===== config.mk =====
export PLATFORM = sky130hd
export DESIGN_NAME = tile_scroll_engine
export DESIGN_NICKNAME = d
export VERILOG_FILES = /design/src/rtl/tile_scroll_engine.sv
export SDC_FILE = /design/constraint.sdc
export NUM_CORES = 1
export LEC_CHECK = 0
export CAP_MARGIN = 20
export CELL_PAD_IN_SITES_DETAIL_PLACEMENT = 0
export CELL_PAD_IN_SITES_GLOBAL_PLACEMENT = 1
export CORE_ASPECT_RATIO = 0.75
export CORE_MARGIN = 4
export CORE_UTILIZATION = 42
export DETAILED_ROUTE_END_ITERATION = 7
export HOLD_SLACK_MARGIN = 0.06
export PLACE_DENSITY = 0.81
export SLEW_MARGIN = 30
export SYNTH_ARGS = -nofsm -noshare
export SYNTH_HDL_FRONTEND = slang
export SYNTH_SLANG_ARGS = --single-unit

===== constraint.sdc =====
create_clock -name clk -period 5.45 [get_ports clk]
set_input_delay 1.09 -clock clk [delete_from_list [all_inputs] [get_ports clk]]
set_output_delay 1.09 -clock clk [all_outputs]
set_load 0.02 [all_outputs]

===== src/rtl/tile_scroll_engine.sv =====
// tile_scroll_engine: scrolls a latched one-hot song, judges key presses on
// the hit row, keeps score/misses/win-lose state. Optional macro TILE_LIVES_EN.
// Ports: clk, resetn, start, song, key_pressed -> window, score, lives_left,
// playing, won, lost, hit_pulse, miss_pulse.
module tile_scroll_engine #(
  parameter int ROWS     = 31,
  parameter int VISIBLE  = 4,
  parameter int TICK_DIV = 25_000_000,
  parameter int SCORE_W  = 8,
  parameter int LIVES    = 3
) (
  input  logic                   clk,
  input  logic                   resetn,
  input  logic                   start,
  input  logic [4*ROWS-1:0]      song,
  input  logic [3:0]             key_pressed,
  output logic [4*VISIBLE-1:0]   window,
  output logic [SCORE_W-1:0]     score,
  output logic [1:0]             lives_left,
  output logic                   playing,
  output logic                   won,
  output logic                   lost,
  output logic                   hit_pulse,
  output logic                   miss_pulse
);

  localparam int SW = 4*ROWS;
  localparam int CW = (TICK_DIV > 2) ? $clog2(TICK_DIV) : 1;
  localparam int RW = $clog2(ROWS+1);
  localparam logic [CW-1:0] TICK_LAST = CW'(TICK_DIV-1);
  localparam logic [RW-1:0] ROWS_INIT = RW'(ROWS);
  localparam logic [SW-1:0] HIT_MASK  = {4'hF, {(SW-4){1'b0}}};

  typedef enum logic [1:0] {IDLE, PLAY, WON, LOST} state_t;

  state_t             state, state_nxt;
  logic [SW-1:0]      sreg;
  logic [CW-1:0]      tick_cnt;
  logic [RW-1:0]      rows_left;
  logic [3:0]         key_q;
  logic [3:0]         hit_row;
  logic [3:0]         rise;
  logic               in_play;
  logic               judge;
  logic               hit;
  logic               wrong;
  logic               tick;
  logic               miss;
  logic               fatal;

  assign hit_row = sreg[SW-1 -: 4];
  assign rise    = key_pressed & ~key_q;
  assign in_play = (state == PLAY);
  assign judge   = in_play && (|rise) && (|hit_row);
  assign hit     = judge && (rise == hit_row);
  assign wrong   = judge && !hit;
  assign tick    = in_play && (tick_cnt == TICK_LAST);
  // a wrong key on the tick cycle is the same miss as the tick miss
  assign miss    = wrong || (tick && (|hit_row) && !hit);

`ifdef TILE_LIVES_EN
  logic [1:0] lives;
  assign fatal      = miss && (lives <= 2'd1);
  assign lives_left = lives;
`else
  assign fatal      = miss;
  assign lives_left = 2'b00;
`endif

  assign window  = sreg[SW-1 -: 4*VISIBLE];
  assign playing = (state == PLAY);
  assign won     = (state == WON);
  assign lost    = (state == LOST);

  always_ff @(posedge clk or negedge resetn) begin
    if (!resetn) state <= IDLE;
    else         state <= state_nxt;
  end

  always_comb begin
    state_nxt = state;
    unique case (state)
      IDLE: if (start) state_nxt = PLAY;
      PLAY: begin
        if (start)                 state_nxt = PLAY;
        else if (fatal)            state_nxt = LOST;
        else if (rows_left == '0)  state_nxt = WON;
      end
      WON:  if (start) state_nxt = PLAY;
      LOST: if (start) state_nxt = PLAY;
      default: state_nxt = IDLE;
    endcase
  end

  always_ff @(posedge clk or negedge resetn) begin
    if (!resetn) begin
      sreg       <= '0;
      tick_cnt   <= '0;
      rows_left  <= '0;
      score      <= '0;
      key_q      <= '0;
      hit_pulse  <= 1'b0;
      miss_pulse <= 1'b0;
`ifdef TILE_LIVES_EN
      lives      <= 2'd0;
`endif
    end else begin
      key_q      <= key_pressed;
      hit_pulse  <= 1'b0;
      miss_pulse <= 1'b0;
      if (start) begin
        sreg      <= song;
        tick_cnt  <= '0;
        rows_left <= ROWS_INIT;
        score     <= '0;
`ifdef TILE_LIVES_EN
        lives     <= 2'(LIVES);
`endif
      end else if (in_play) begin
        hit_pulse  <= hit;
        miss_pulse <= miss;
        if (hit && (score != '1)) score <= score + SCORE_W'(1);
`ifdef TILE_LIVES_EN
        if (miss && (lives != 2'd0)) lives <= lives - 2'd1;
`endif
        tick_cnt <= tick ? '0 : tick_cnt + CW'(1);
        // a fatal miss freezes the playfield as it was
        if (!fatal) begin
          if (tick) begin
            sreg <= sreg << 4;
            if (rows_left != '0) rows_left <= rows_left - RW'(1);
          end else if (hit || wrong) begin
            sreg <= sreg & ~HIT_MASK;
          end
        end
      end
    end
  end

endmodule


==> Flow_metrics.wiki, run 1 <==
{| class="wikitable"
! Metric !! Value
|-
| Outcome || complete, no violations
|-
| Data arrival time at the worst-slack endpoint || 3.75 ns
|-
| Achievable frequency || 0.292 GHz
|-
| Maximum vdd ir drop || roughly 0.18 mV
|-
| I/O pin count || 162
|-
| Shortest period the worst path allows || 3.42 ns
|-
| Max-cap violations || 0
|-
| Library cell contributing the largest single delay on the critical path || o41ai_2
|-
| Hold worst-path end || tick_cnt[22]
|-
| Clock edge transition at the registers on the reported setup and hold paths || 0.07 ns
|-
| Reg2reg path depth || 8
|-
| Routed wire length per instance || 18.0 um
|-
| Top cell type's share of synthesized area || between 40% and 50%
|-
| Mean number of vias per cell || 5.86
|-
| Vias in the first global route || 7,437
|-
| Antenna violations before repair || 0
|-
| Sink Count || 170
|-
| Setup_tns || 0 ns
|-
| Sum of net half-perimeters after detailed placement || between 10,000 and 15,000 um
|-
| Inserted Diodes || 0
|-
| Initial standard-cell utilization of the core || 43.4%
|-
| Final setup vio count || 0
|-
| Die outline height || approximately 130 um
|-
| Total core area || 19,700 um^2
|-
| Number of hold-repair buffers added at the cts stage || 0
|-
| Routed wire length || approximately 24,000 um
|-
| Share of post-route cells with drive strength above 1 || under 10%
|-
| Port Buffers || 159
|-
| Reg-to-reg endpoint || sreg[123]
|-
| Clock buffers created by TritonCTS || 17
|-
| Min setup slack post-route || 2.03 ns
|-
| Final clock period utilization by the worst path || 62.8%
|-
| Cell count of the worst hold path || 1
|-
| Cells taking the most area after synthesis || dfrtp_1 (50%), a31oi_1 (8.5%), nand3_1 (7.1%), o21ai_0 (6.4%), nor2_1 (6.3%)
|-
| Area of the mapped netlist || about 8500 um^2
|-
| Reg2reg start || tick_cnt[0]
|-
| Flip-flop and latch count after synthesis || 170
|-
| Depth of the CTS H-tree || 4
|-
| Gates resized, CTS repair || 0
|-
| Fin Clk Skew || 0.0137 ns
|-
| Synthesis warning total || 0
|-
| Static leakage || roughly 4 nW
|-
| Buffer depth of the longest clock path || 2
|-
| Fillers || 1,778
|-
| Kind of critical path || input port to flip-flop
|-
| Total congestion overflow || 0
|-
| Site Rows || 44
|-
| Library cell with the largest summed area after synthesis || dfrtp_1
|-
| Mean cell area of the mapped netlist || about 9 um^2
|-
| Series of cell instances along the critical path || clkdlybuf4s50_1 > nor2b_1 > o41ai_2 > inv_2 > a21oi_4 > buf_12 > o21ai_0 > a211oi_1
|-
| Comb pwr share || 15.1%
|-
| Worst Max-Slew Pin Slew || 0.870 ns
|-
| PD cells || 295 nW/um^2
|-
| Buffers inserted by post-CTS timing repair || 0
|-
| Final #Nets || between 1,000 and 1,500
|-
| Sequential share of the synthesized area || 49.8%
|-
| Worst slew slack as a fraction of its limit || a little over two fifths
|-
| Post-route total power || 3.16 mW
|-
| Syn-to-layout area delta || 25.3%
|-
| Detailed router's first-iteration violation count || 769
|-
| Horiz. Die Dim || 173 um
|-
| Worst setup EP type || flip-flop
|-
| TritonCTS clock tree || yes
|-
| Startpoint of the most critical hold path || tick_cnt[22]
|-
| Buffer type at the clock tree root || clkbuf_16
|-
| Worst reg2reg setup slack || roughly 2.3 ns
|-
| Worst slack, placed || ~1.6 ns
|-
| Die footprint || 22,700 um^2
|-
| Maximum number of pins on one net before global-route repair || 108
|-
| Delay of the slowest cell on the worst path || roughly 0.53 ns
|-
| Clock network fraction of design power || 40.3%
|-
| Cell internal power dissipation || 2.31 mW
|-
| Netlist cell types || 52
|-
| Mapped Cells || 970
|-
| Worst min-delay path class || flip-flop to flip-flop
|-
| Switching Fraction || 26.7%
|-
| Tot GR Track Use || 20.7%
|-
| Final estimated routing congestion in global placement || 0.821
|-
| Critical path launch point type || input port
|-
| Endpoint required time on the critical path || slightly below 6 ns
|-
| Final count of pins violating max slew || 0
|-
| First-pass iteration count of the detailed router || 5
|-
| Final Hold Viols || 0
|-
| Final antenna-violating net count || 0
|-
| Wire length of the first global-routing pass || 39,400 um
|-
| Clk Latency, worst-skew pair || between 0.4 and 0.5 ns
|-
| Portion of total power attributed to sequential cells || 44.6%
|-
| Sw power || 844 uW
|-
| Maximum fanout count along the critical path || 107
|-
| Post-detailed-route DRC marker count || 0
|-
| Unrepaired setup endpoints after global routing || false
|-
| DR vias || ~7,700
|}
worst max-delay path: cells and delay by family:
kind / cells / cell delay [ns]
AOI/OAI and AO/OA: 4 / 1.46
buffers and inverters: 3 / 0.97
and+or+nand+nor: 1 / 0.17
final cells by class:
class / count / area (um^2) / share of cell area (%)
sequential: 170 / 4250 / 39.8
multi-input combinational: 685 / 3780 / 35.3
timing repair buffer: 169 / 1690 / 15.8
clock buffer: 22 / 474 / 4.43
tap: 253 / 317 / 2.96
clock inverter: 10 / 141 / 1.32
inverter: 9 / 38.8 / 0.363
placed cells by master, fill, tap and decap left out, drive strengths merged, types with 2 or more instances in the layout:
master         instances
a211oi                 2
a21oi                 14
a221o                  4
a22o                   5
a31oi                116
a32oi                  4
a41oi                  3
and2                   2
and3                   4
and4                   7
buf                   11
bufinv                 3
clkbuf                23
clkdlybuf4s50        157
clkinv                 5
clkinvlp               2
conb                   2
dfrtp                170
ha                     4
inv                    9
mux2i                  2
nand2                 21
nand3                121
nand3b                 3
nand4                 14
nor2                 144
nor2b                 12
nor3                   9
nor4                   6
nor4b                  2
nor4bb                 2
o21ai                139
o31ai                  5
o41ai                  2
or3                    3
or4                    4
xnor2                 14
xor2                   6
power groups by stage:
| stage | registers, mW | logic [mW] | clock network, mW |
|---|---|---|---|
| after floorplan | 1.41 | 0.273 | 0 |
| after global placement | 1.43 | 0.473 | 0 |
| after detailed placement | 1.43 | 0.479 | 0 |
| after CTS | 1.41 | 0.480 | 1.29 |
| after global routing | 1.42 | 0.525 | 1.35 |
| final | 1.41 | 0.477 | 1.27 |
cell families after synthesis:
logic type                 synth area share (%)
adders and majority gates                 0.586
xor gates and xnor gates                   2.05
muxes                                     0.367
buffers and inverters                      6.35
and+or+nand+nor                            20.0
DFF                                        49.8
other                                    0.0439
AOI/OAI and AO/OA                          20.7
flip-flops by register name, indices dropped and copies added (netlist names):
| signal | flops |
|---|---|
| hit_pulse | 1 |
| key_q | 4 |
| miss_pulse | 1 |
| rows_left | 5 |
| score | 8 |
| sreg | 124 |
| state | 2 |
| tick_cnt | 25 |
layer usage:
layer / up-vias / GRT usage (%) / wire, um
li1: 3692 / - / -
met1: 3786 / 31.9 / 12000
met2: 235 / 29.6 / 10300
met3: 15 / 5.03 / 1280
met4: 0 / 4.83 / 169
met5: - / 0 / 0
Yosys cell counts, drive strengths merged:
library cell,n
nor2,144
mux2i,2
a221o,4
nand3b,3
nand2b,1
nor4b,2
o2111ai,1
buf,42
conb,1
nand2,21
clkbuf,65
nand3,121
o41ai,2
nor4,6
xor2,6
and2,2
nor3b,1
o41a,1
mux2,1
a21o,1
o31a,1
o31ai,5
a32oi,4
nor3,9
a22o,5
a31oi,116
dfrtp,170
ha,4
nand4,14
o21ai,139
or4,4
and3,4
xnor2,14
inv,9
a311oi,1
or3,3
o311ai,1
a211oi,2
a21oi,14
nor4bb,2
nor2b,12
a41oi,3
and4,7
worst max path at each step:
stage | slack (ns) | from | to
2_1_floorplan | 2.57 | key_pressed[0] | sreg[4]
3_3_place_gp | 1.66 | key_pressed[0] | state[1]
3_5_place_dp | 1.61 | key_pressed[0] | sreg[123]
4_1_cts | 2.05 | key_pressed[0] | state[1]
5_1_grt | 1.88 | key_pressed[0] | sreg[122]
6_report | 2.03 | key_pressed[0] | state[1]
stage by stage:
step                hold WS (ns)  cells  util [%]  area [um^2]
finish                     0.523   1318      54.4        10700
global route               0.562   1318      54.4        10700
CTS                        0.514   1318      54.4        10700
detailed placement         0.509   1286      51.2        10100
global placement           0.496   1286      51.2        10100
floorplan                  0.465    971         -         8540
No activity file was read; power rests on OpenSTA's default activity.
==> inputs of run 2 (changes only) <==
CORE_UTILIZATION = 36   (was 42)
PLACE_DENSITY = 0.73   (was 0.81)
clock period = 2.9 ns   (was 5.45 ns; I/O delays follow)
==> run 2 against run 1 <==
Effect of this change:
- sequential power grew 88%
- non-clock buffer count grew 17
- highest routed layer unchanged
- via count grew 0.43%
- first-iteration DRC count shrank 1.7%
- clock skew shrank 0.0029 ns
- routed wire length grew 5.1%
- critical path depth shrank 1
- final cell count grew 4.9%
==> Flow_metrics.wiki, run 2 (synthesis results as in run 1) <==
{| class="wikitable"
! Metric !! Value
|-
| Mean number of vias per cell || 5.62 (-4.2%)
|-
| Final design utilization || 47.2% (-7.2 points)
|-
| Sum of net half-perimeters after detailed placement || 16,100 um (+9.8%)
|-
| Number of hold-repair buffers added at the cts stage || 0 (unchanged)
|-
| Number of placed instances with taps included || 1,350 (+5.0%)
|-
| Worst min-delay path class || input port to asynchronous set/reset pin
|-
| First-pass iteration count of the detailed router || 6 (+1)
|-
| Horiz. Die Dim || 186 um (+7.6%)
|-
| Clock buffers created by TritonCTS || 17 (unchanged)
|-
| Vias in the first global route || 7,287 (-2.0%)
|-
| Cell family contributing the most delay on the critical path || simple AND/OR/NAND/NOR gates
|-
| Tot GR Track Use || 18.3% (-2.4 points)
|-
| Shortest period the worst path allows || 2.70 ns
|-
| Critical path launch point type || flip-flop
|-
| DR vias || 7,761 (+0.43%)
|-
| Die outline height || 141 um (+7.5%)
|-
| Clk Latency, worst-skew pair || 0.44 ns (about the same)
|-
| Maximum fanout count along the critical path || 62 (-42%)
|-
| Final #Nets || 1,204 (+1.4%)
|-
| Delay of the slowest cell on the worst path || 0.49 ns (-0.04 ns)
|-
| Die footprint || 26,300 um^2 (+16%)
|-
| Final estimated routing congestion in global placement || 0.826 (+0.63%)
|-
| Final Hold Viols || 0 (unchanged)
|-
| Initial standard-cell utilization of the core || 36.8% (-6.6 points)
|-
| Routed wire length || 24,900 um (+5.1%)
|-
| Largest register FFs || 124 (unchanged)
|-
| Routed wire length per instance || 18.0 um (+0.27%)
|-
| Wire length of the first global-routing pass || 39,100 um (-0.74%)
|-
| Maximum number of pins on one net before global-route repair || 146 (+35%)
|-
| Bufs and invs on worst path || 1 (-2)
|-
| Series of cell instances along the critical path || ha_1 > nand4_1 > or4_4 > or3_4 > buf_4 > nor3_2 > a221o_1
|-
| Comb pwr share || 16.2% (+1.1 points)
|-
| Clock network fraction of design power || 39.4% (-0.9 points)
|-
| Worst slew slack as a fraction of its limit || 46.9% (+4.9 points)
|-
| Maximum vdd ir drop || 0.437 mV (+140%)
|-
| Static leakage || 4.01 nW (+2.6%)
|-
| Endpoint required time on the critical path || 3.27 ns (-2.51 ns)
|-
| Sink Count || 170 (unchanged)
|-
| Antenna violations before repair || 0 (unchanged)
|-
| Portion of total power attributed to sequential cells || 44.4% (-0.2 points)
|-
| Post-detailed-route DRC marker count || 0 (unchanged)
|-
| Buffer type at the clock tree root || clkbuf_16
|-
| Worst Max-Slew Pin Slew || 0.789 ns (-0.0812 ns)
|-
| Total core area || 23,200 um^2 (+18%)
|-
| Switching Fraction || 28.2% (+1.4 points)
|-
| Gates resized, CTS repair || 0 (unchanged)
|-
| TritonCTS clock tree || yes
|-
| Total congestion overflow || 0 (unchanged)
|-
| I/O pin count || 162 (unchanged)
|-
| Most common cell after layout, fill and taps aside || dfrtp_1
|-
| Site Rows || 48 (+9.1%)
|-
| Sw power || 1.68 mW (+99%)
|-
| Syn-to-layout area delta || 28.3%
|-
| Inserted Diodes || 0 (unchanged)
|-
| Final clock period utilization by the worst path || 93.0%
|-
| Final count of pins violating max slew || 0 (unchanged)
|-
| Share of post-route cells with drive strength above 1 || 6.84% (+1.5 points)
|-
| Depth of the CTS H-tree || 4 (unchanged)
|-
| Most flop-heavy register || sreg
|-
| Final setup vio count || 0 (unchanged)
|-
| Final antenna-violating net count || 0 (unchanged)
|-
| Outcome || complete, no violations
|-
| Buffers inserted by post-CTS timing repair || 0 (unchanged)
|-
| Unrepaired setup endpoints after global routing || false
|-
| PD cells || 544 nW/um^2 (+84%)
|-
| Most frequent cells in the layout || dfrtp_1 (170), clkdlybuf4s50_1 (157), nor2_1 (144)
|-
| Detailed router's first-iteration violation count || 756 (-1.7%)
|-
| Achievable frequency || approximately 0.37 GHz
|-
| Number of cells in the finished layout apart from fillers || 1,382 (+4.9%)
|-
| Buffer depth of the longest clock path || 2 (unchanged)
|-
| Largest regs || sreg x124, tick_cnt x25, score x8
|-
| Worst setup EP type || flip-flop
|-
| Kind of critical path || flip-flop to flip-flop
|-
| Fin Clk Skew || 0.0108 ns (-0.00287 ns)
|-
| Clock edge transition at the registers on the reported setup and hold paths || 0.07 ns (about the same)
|-
| Data arrival time at the worst-slack endpoint || 3.07 ns (-0.68 ns)
|-
| Setup_tns || 0 ns (unchanged)
|-
| Library cell contributing the largest single delay on the critical path || or4_4
|-
| Cell internal power dissipation || 4.28 mW (+85%)
|-
| Port Buffers || 159 (unchanged)
|-
| Max-cap violations || 0 (unchanged)
|}
run 2: cell types whose count changed in the layout (fill, tap and decap cells not counted), sizes merged:
cell,before,now
inv,9,15
clkinv,5,3
buf,11,29
clkbuf,23,18
clkinvlp,2,3
bufinv,3,2
run 2: area by class of cell:
class | count | area [um^2]
well taps | 300 | 375
repair buffers | 186 | 1920
flip-flops and latches | 170 | 4250
multi-input cells | 685 | 3770
clock inverters | 14 | 160
fillers | 2242 | 12200
inverters | 9 | 38.8
clock buffers | 18 | 439
run 2: layer usage:
layer,GRT usage [%],wire length [um]
met1,29.0,12700
met2,25.8,10600
met3,3.41,1280
met4,4.33,287
met5,0,0
run 2: final timing paths:
| path | from | to | slack (ns) | cells past startpoint |
|---|---|---|---|---|
| worst max-delay path | tick_cnt[0] | sreg[121] | 0.20 | 7 |
| worst min-delay path | resetn | score[0] | 0.06 | 1 |
| worst max register to register | tick_cnt[0] | sreg[121] | 0.20 | 7 |
| worst min register to register | tick_cnt[22] | tick_cnt[22] | 0.51 | 1 |
| max in group asynchronous | resetn | sreg[5] | 2.15 | 2 |
| min in group clk | tick_cnt[22] | tick_cnt[22] | 0.51 | 1 |
run 2: metrics by stage:
step	hold WS (ns)	power [mW]	setup WS, ns	instance area, um^2
finish	0.0575	5.96	0.204	11000
global route	0.0804	6.23	0.0642	11000
CTS	0.0661	6.02	0.200	11000
detailed placement	0.508	3.66	0.0126	10400
global placement	0.494	3.65	0.0997	10400
floorplan	0.284	3.17	0.526	8540
run 2: worst register-to-register path: stages, from the launching register on:
cell and delay (ns):
dfrtp_1 0.38, ha_1 0.21, nand4_1 0.22, or4_4 0.49, or3_4 0.44, buf_4 0.36, nor3_2 0.31, a221o_1 0.20
run 2: power groups by stage:
stage | clock (mW) | sequential (mW) | combinational [mW]
final | 2.35 | 2.65 | 0.965
after global routing | 2.51 | 2.67 | 1.06
after CTS | 2.39 | 2.65 | 0.977
after detailed placement | 0 | 2.69 | 0.973
after global placement | 0 | 2.69 | 0.962
after floorplan | 0 | 2.66 | 0.514
